File: config.mk
export PLATFORM = sky130hd
export DESIGN_NAME = fetch_unit
export DESIGN_NICKNAME = d
export VERILOG_FILES = /design/src/rtl/fetch_unit_pkg.sv /design/src/rtl/fetch_unit_branch_lut.sv /design/src/rtl/fetch_unit.sv
export SDC_FILE = /design/constraint.sdc
export NUM_CORES = 1
export LEC_CHECK = 0
export BUFFER_PORTS_ARGS = -buffer_cell sky130_fd_sc_hd__buf_2
export CORE_MARGIN = 4
export CORE_UTILIZATION = 40
export DETAILED_ROUTE_END_ITERATION = 10
export PLACE_DENSITY = 0.58
export SETUP_SLACK_MARGIN = 0.1
export SLEW_MARGIN = 20
export SYNTH_ARGS = -nofsm -noshare
export SYNTH_HDL_FRONTEND = slang
export SYNTH_SLANG_ARGS = --single-unit
File: constraint.sdc
create_clock -name Clk -period 2.4 [get_ports Clk]
set_clock_uncertainty 0.05 [all_clocks]
set_input_delay 0.48 -clock Clk [delete_from_list [all_inputs] [get_ports Clk]]
set_output_delay 0.48 -clock Clk [all_outputs]
set_load 0.05 [all_outputs]
File: src/rtl/fetch_unit_pkg.sv
// Shared definitions for the fetch unit and its branch-target LUT.
// Holds the sequencer state encoding and common sizing constants.
package Definitions;

    typedef enum logic [1:0] {
        IDLE = 2'd0,
        RUN  = 2'd1,
        HALT = 2'd2
    } fetch_state_t;

    localparam int LUT_D_DEF = 16;
    localparam int LUT_IDX_W = $clog2(LUT_D_DEF);
    localparam logic [15:0] CYCLE_CNT_MAX = 16'hFFFF;

endpackage

File: src/rtl/fetch_unit_branch_lut.sv
// Branch-target register file: split lo/hi byte writes,
// asynchronous read, synchronous clear on reset.
module branch_lut
    import Definitions::*;
#(
    parameter int PC_W  = 10,
    parameter int LUT_D = 16,
    parameter int IDX_W = $clog2(LUT_D)
) (
    input  logic             clk,
    input  logic             rst_n,
    input  logic             we,
    input  logic             load_hi,
    input  logic [IDX_W-1:0] idx,
    input  logic [7:0]       wdata,
    output logic [PC_W-1:0]  rdata
);

    logic [PC_W-1:0] mem [LUT_D];

    // Read is combinational, so a same-cycle write is seen only next cycle.
    assign rdata = mem[idx];

    always_ff @(posedge clk) begin
        if (!rst_n) begin
            for (int i = 0; i < LUT_D; i++) begin
                mem[i] <= '0;
            end
        end else if (we) begin
            if (load_hi) begin
                mem[idx][PC_W-1:8] <= wdata[PC_W-9:0];
            end else begin
                mem[idx][7:0] <= wdata;
            end
        end
    end

endmodule

File: src/rtl/fetch_unit.sv
// Program sequencer: PC, Start/Done framing, next-PC mux
// and a saturating executed-cycle counter.
module fetch_unit
    import Definitions::*;
#(
    parameter int PC_W  = 10,
    parameter int LUT_D = 16
) (
    input  logic                     Clk,
    input  logic                     Reset_n,
    input  logic                     Start,
    input  logic [PC_W-1:0]          Start_Addr,
    input  logic                     PC_Jmp_Flag,
    input  logic                     PC_Beq_Flag,
    input  logic                     LUT_Write_En,
    input  logic                     LUT_Load_Hi,
    input  logic                     LUT_Read_En,
    input  logic [$clog2(LUT_D)-1:0] Lut_Idx,
    input  logic [7:0]               Lut_Data,
    input  logic                     Ack,
    output logic [PC_W-1:0]          Prog_Addr,
    output logic                     Instr_Valid,
    output logic                     Done,
    output logic [15:0]              Cycle_Count
);

    fetch_state_t    state;
    logic [PC_W-1:0] pc;
    logic [PC_W-1:0] next_pc;
    logic [PC_W-1:0] lut_target;
    logic [15:0]     cnt;
    logic            lut_we;
    logic            take;

    assign lut_we = LUT_Write_En && (state == RUN);

    branch_lut #(
        .PC_W  (PC_W),
        .LUT_D (LUT_D)
    ) u_lut (
        .clk     (Clk),
        .rst_n   (Reset_n),
        .we      (lut_we),
        .load_hi (LUT_Load_Hi),
        .idx     (Lut_Idx),
        .wdata   (Lut_Data),
        .rdata   (lut_target)
    );

    assign take = (PC_Jmp_Flag || PC_Beq_Flag) && LUT_Read_En;

    always_comb begin
        next_pc = pc + PC_W'(1);
        if (Ack) begin
            next_pc = pc;
        end else if (take) begin
            next_pc = lut_target;
        end
    end

    always_ff @(posedge Clk) begin
        if (!Reset_n) begin
            state <= IDLE;
            pc    <= '0;
            cnt   <= '0;
        end else begin
            unique case (state)
                IDLE, HALT: begin
                    if (Start) begin
                        state <= RUN;
                        pc    <= Start_Addr;
                        cnt   <= '0;
                    end
                end
                RUN: begin
                    pc <= next_pc;
                    if (cnt != CYCLE_CNT_MAX) begin
                        cnt <= cnt + 16'd1;
                    end
                    if (Ack) begin
                        state <= HALT;
                    end
                end
                default: state <= IDLE;
            endcase
        end
    end

    assign Prog_Addr   = pc;
    assign Instr_Valid = (state == RUN);
    assign Done        = (state == HALT);
    assign Cycle_Count = cnt;

endmodule

==> results of run 1 <==
[per-stage QoR]
step | instance area, sq um | total power (W)
after floorplan | 9170 | 0.00418
after global placement | 10200 | 0.00445
after detailed placement | 10200 | 0.00446
after CTS | 10800 | 0.00719
after global routing | 10800 | 0.00738
final | 10800 | 0.00715
[layout make-up]
cell class	count	share of cell area, %
flip-flops and latches	188	49.8
multi-input cells	464	33.0
clock buffers	24	4.48
inverters	5	0.174
clock inverters	8	0.802
repair buffers	134	8.35
well taps	285	3.31
diodes	1	0.0232
[worst max-delay path: cells and delay by family, from the launching register on]
kind            cells  cell delay, ps
compound gates      1             430
buf+inv             1             160
flops               1             370
simple gates        3             810
[synth_stat cells, types with 2 or more instances]
cell	instances
a2111oi_0	2
a211oi_1	5
a21oi_1	8
a22o_1	5
a32o_1	2
and2_1	131
and4_1	2
buf_2	11
buf_4	3
buf_6	2
clkbuf_1	28
dfxtp_1	28
edfxtp_1	160
ha_1	2
inv_1	5
mux2i_1	5
mux4_1	10
mux4_2	34
nand2_1	35
nand2b_1	19
nand3_1	15
nand3b_1	3
nand4_1	4
nand4b_1	2
nor2_1	60
nor2b_1	7
nor3_1	15
nor3_2	8
nor4_1	4
nor4_2	3
o211ai_1	2
o21a_1	3
o21ai_0	31
o21ai_1	3
o22ai_1	4
o31ai_1	4
or2_2	2
or3_1	4
xnor2_1	12
xor2_1	3
[sequential cells by signal, summed over array words and instances (netlist names)]
signal and cells:
Cycle_Count 16, state 2, u_lut.mem 160, Prog_Addr 10
[worst max path at each step]
stage | start | cells past startpoint | to
after floorplan | Lut_Idx[3] | 5 | u_lut.mem[1][0]
after global placement | Lut_Idx[0] | 6 | Prog_Addr[4]
after detailed placement | Lut_Idx[0] | 4 | Prog_Addr[1]
after CTS | state[1] | 5 | u_lut.mem[10][8]
after global routing | state[0] | 5 | u_lut.mem[10][8]
final | state[0] | 5 | u_lut.mem[2][8]
[power groups by stage]
| stage | registers, W | logic [W] | clock network [W] |
|---|---|---|---|
| after floorplan | 0.00381 | 0.000372 | 0 |
| final | 0.00370 | 0.000685 | 0.00276 |
| after detailed placement | 0.00378 | 0.000686 | 0 |
| after global routing | 0.00372 | 0.000735 | 0.00293 |
| after CTS | 0.00371 | 0.000690 | 0.00280 |
| after global placement | 0.00377 | 0.000676 | 0 |
[routing by layer]
metal	track usage (%)	share of wire, %	up-vias
met5	0	0	-
met4	5.96	1.4	0
met3	3.75	5.3	25
met2	30.4	48	206
met1	25.1	45	3076
li1	-	-	2830
[cells by family (layout without fill, tap and decap cells)]
kind of cell / after synthesis / in the layout
AO/OA/AOI/OAI: 80 / 80
XOR/XNOR: 15 / 15
adder cells (fa/ha/maj): 2 / 2
buffers and inverters: 51 / 171
flip-flops: 188 / 188
multiplexers: 50 / 50
other: 0 / 1
AND/OR/NAND/NOR: 317 / 317
==> impl_results.md, run 1 <==
* WS Path Type: reg -> reg
* Final core occ at 47.7%
* Setup TNS at 0 ps
* Top post-synthesis cells by area: edfxtp_1 53%, and2_1 9.0%, mux4_2 8.4%
* CTS Root Buffer Type: clkbuf_16
* Die X at 159 um
* Post-CTS setup buffer count at 0
* Mux cell area share after synthesis at 11.9%
* Die footprint at 25400 sq um
* Crit-path max cell delay at 430 ps
* Reg2reg path depth at 5
* Unique masters post-synth at 57
* Height of the die at 159 um
* Seq/Total Area, Yosys at 58.6%
* Simple-gate share of the synthesized area at 19.4%
* Synthesized net count at 736
* Post-Route WL at 23000 um
* Global-route wire length before repair at 36400 um
* Clock Tree Buf Depth at 2
* Comb power frac at 9.6%
* Register area at 5370 sq um
* Lkg Pwr at 3.97 nW
* Internal power at 0.00544 W
* Largest net degree at the start of global routing at 50
* Rows at 55
* Mapped Area at 9150 sq um
* Crit-path cells: nand2b_1, inv_1, and4_1, nand3b_1, o21ai_0
* CP max FO at 9
* Clock Latency Late Sink at 430 ps
* Crit start category: register
* R2R Setup Slk at 250 ps
* P_sw at 0.00171 W
* Synth Area in XOR/XNOR at 1.44%
* Hold_buf cts at 0
* H-tree Lvls at 4
* DR vias at 6137
* CTS tree: built
* Hold wc startpoint: Start_Addr[8]
* Slew @ Worst Pin at 548 ps
* WHS Endpoint: Prog_Addr[8]
* Number of antenna violations at the first check in global routing at 0
* Final std cells w/o fill at 1109
* IR Drop Worst-Case VDD at 458 uV
* Port bufs at 58
* Mapped Cells at 703
* Placed Cells at 1076
* Synth Area in Compound Gates at 5.65%
* Synth top area share at 52.5%
* Commonest cells after routing, fill and taps aside: 160 x edfxtp_1, 131 x and2_1, 73 x buf_4, 60 x nor2_1, 58 x buf_2
* Outcome: finished, final reports clean
* WHS Path Cells at 3
* Fin Hold WS at 346 ps
* Multi-input logic area at 3550 sq um
* Synthesis Warnings at 0
* Sequential power share at 51.8%
* Post-DP HPWL at 16400 um
* Slowest CP cell: o21ai_0
* Final setup fails at 0
* Number of global-route vias before repair at 6271
* Max cap viols at 0
* Fill cell count at 2034
* Layout cells sized above 1 at 26.0%
* Largest area contributor in the synthesized netlist: edfxtp_1
* Layout area overhead at 17.6%
* RSZ-0062 raised after global routing: no
* Final Wtd Congestion at 0.835
* Top_reg_cell synth: edfxtp_1
* FMAX at 465 MHz
* Post-layout minimum cycle time at 2150 ps
* Clock sinks at 188
* Clock share of power at 38.6%
* Routed Antenna Nets at 0
* Relative slew slack at 63.4%
* Sw frac at 23.9%
* Worst EP required at 2450 ps
* Largest family of logic cells by synthesized area: simple AND/OR/NAND/NOR gates
* 1st-pass router iterations at 5
* DR WL/cell at 20.8 um
* Clk pin slew, worst setup/hold paths at 70 ps
* Worst r2r dst: u_lut.mem[2][8]
* Power density over cell area at 664 nW/um^2
* EDFF count, synth at 160
* Ports at 59
* DRC at 0
* Crit. End Element: register
* Final #Nets at 843
* Core area at 22600 sq um
* Post-synthesis adder-cell area fraction at 0.273%
* Ys async rst share at 0%
* Final Cycle Share at 89.7%
* Initial Util at 40.5%
* Worst hold path type: in -> reg
* Pre-CTS WS at -26.2 ps
* Slew Limit Fails at 0
* Worst r2r src: state[0]
* CTS buffer count at 17
* Final Worst Setup Slack at 248 ps
* Arr. time, crit path at 2200 ps
* Synth Register Bits at 188
* Total gr overflow at 0
* Global-route usage over all layers at 18.6%
* Post_cts resized at 0
* Avg Cell Area, Syn at 13.0 sq um
* Final-report hold violation count at 0
* Via/cell ratio at 5.53
* Commonest non-fill, non-tap cell in the layout: edfxtp_1
* DR iter-0 viols at 502
No activity file was read; power rests on OpenSTA's default activity.
==> run 2, diff against run 1 <==
Settings changed: CELL_PAD_IN_SITES_DETAIL_PLACEMENT set to 0, CELL_PAD_IN_SITES_GLOBAL_PLACEMENT set to 1, PLACE_DENSITY 0.58 to 0.67.
==> run 2 against run 1 <==
Against the previous run: via count is 0.81% lower; utilization is 0.072 points higher; largest cell class unchanged; fmax is 4.3% lower; critical path type unchanged; count of clock-buffer cells in the layout is 6 lower; final cell count is 0.27% higher.
==> impl_results.md, run 2 (synthesis gave the netlist of run 1 again) <==
* Commonest cells after routing, fill and taps aside: 160 x edfxtp_1, 131 x and2_1, 78 x buf_4, 59 x nor2_1, 58 x buf_2
* DR vias at 6087
* CTS buffer count at 17
* Final Wtd Congestion at 0.831
* Worst EP required at 2460 ps
* Final Cycle Share at 93.7%
* Fill cell count at 2013
* Number of global-route vias before repair at 6285
* Placed Cells at 1079
* Routed Antenna Nets at 0
* Largest register FFs at 160
* Post-DP HPWL at 16400 um
* Total gr overflow at 0
* Clk pin slew, worst setup/hold paths at 70 ps
* Crit path buf inv count at 2
* Outcome: finished, final reports clean
* Setup TNS at 0 ps
* Final std cells w/o fill at 1112
* Final #Nets at 847
* CP max FO at 13
* R2R Setup Slk at 150 ps
* 1st-pass router iterations at 5
* CTS Root Buffer Type: clkbuf_16
* FMAX at 445 MHz
* DRC at 0
* Initial Util at 40.5%
* Global-route usage over all layers at 18.5%
* Reg2reg path depth at 6
* Ports at 59
* Post-Route WL at 23000 um
* Number of antenna violations at the first check in global routing at 0
* Placed cell areas at 10200 sq um
* RSZ-0062 raised after global routing: yes
* Crit-path max cell delay at 390 ps
* Crit-path cells: nand2b_1, inv_1, buf_4, and4_1, nand3b_1, o21ai_0
* Overall power at 0.00711 W
* Delay-heaviest family, CP: simple AND/OR/NAND/NOR gates
* Inserted Diodes at 0
* Post-layout minimum cycle time at 2250 ps
* Layout area overhead at 17.8%
* Global-route wire length before repair at 36400 um
* DR WL/cell at 20.7 um
* Clock Latency Late Sink at 440 ps
* Worst r2r src: state[0]
* Port bufs at 58
* Relative slew slack at 61.5%
* Max cap viols at 0
* Die X at 159 um
* Final setup fails at 0
* Layout cells sized above 1 at 27.2%
* Arr. time, crit path at 2310 ps
* Hold_buf cts at 0
* Crit path depth at 6
* Worst hold path type: in -> reg
* Crit start category: register
* H-tree Lvls at 4
* Power density over cell area at 659 nW/um^2
* Crit. End Element: register
* Via/cell ratio at 5.47
* DR iter-0 viols at 480
* Reg with most FFs: u_lut.mem
* Die footprint at 25400 sq um
* Worst r2r dst: u_lut.mem[14][9]
* CP Capture Point: u_lut.mem[14][9]
* Clock Tree Buf Depth at 2
* Core area at 22600 sq um
* Final-report hold violation count at 0
* Rows at 55
* Final Cell Area at 10800 sq um
* Commonest non-fill, non-tap cell in the layout: edfxtp_1
* Slew Limit Fails at 0
* Clock sinks at 188
* Height of the die at 159 um
* CTS tree: built
* Slowest CP cell: o21ai_0
* IR Drop Worst-Case VDD at 477 uV
* Largest net degree at the start of global routing at 50
* Slew @ Worst Pin at 577 ps
* Setup crit start: state[0]
* WS Path Type: reg -> reg
* Lkg Pwr at 3.99 nW
[run 2: layer usage]
layer | track usage, % | share of wire (%)
met4 | 6.11 | 1.7
met1 | 25.6 | 45
met2 | 29.5 | 47
met5 | 0 | 0
met3 | 3.91 | 5.8
[run 2: worst min path at each step]
| stage | startpoint | to | cells after the start | slack, ps |
|---|---|---|---|---|
| finish | Start_Addr[7] | Prog_Addr[7] | 4 | 360 |
| global route | Start_Addr[9] | Prog_Addr[9] | 4 | 370 |
| CTS | Start_Addr[7] | Prog_Addr[7] | 4 | 340 |
| detailed placement | Prog_Addr[6] | Prog_Addr[6] | 2 | 470 |
| global placement | Prog_Addr[6] | Prog_Addr[6] | 2 | 470 |
| floorplan | Ack | state[1] | 2 | 610 |
[run 2: worst reg2reg max path: stages, from the launching register on]
cell and delay [ps]:
dfxtp_1 380, nand2b_1 90, inv_1 70, buf_4 190, and4_1 370, nand3b_1 380
o21ai_0 400
[run 2: area by class of cell]
type	instances	area [sq um]	share of cell area, %
Inverter	5	18.8	0.174
Timing Repair Buffer	138	916	8.50
Multi-Input combinational cell	464	3560	33.0
Clock inverter	14	125	1.16
Clock buffer	18	439	4.07
Tap cell	285	357	3.31
Sequential cell	188	5370	49.8
[run 2: power by group]
part / internal [W] / leakage, nW / switching (W) / total (W)
Sequential: 0.00364 / 1.87 / 0.0000570 / 0.00370
Clock: 0.00140 / 0.273 / 0.00133 / 0.00272
Combinational: 0.000266 / 1.84 / 0.000417 / 0.000683
[run 2: metrics by stage]
step           utilization [%]  setup WS (ps)  hold slack [ps]
6_report                  47.8            152              358
5_1_grt                   47.8           22.0              369
4_1_cts                   47.7            101              338
3_5_place_dp              45.2           -189              474
3_3_place_gp              45.2           -215              470
2_1_floorplan                -          -80.3              613
[run 2: repair_timing]
item                                    CTS  global route
cloned                                    0             0
endpoints found under the setup margin   11            41
resized for setup                         2             3
pin swaps                                 0             1
hold endpoints to repair                  0             0
setup buffers                             0             1
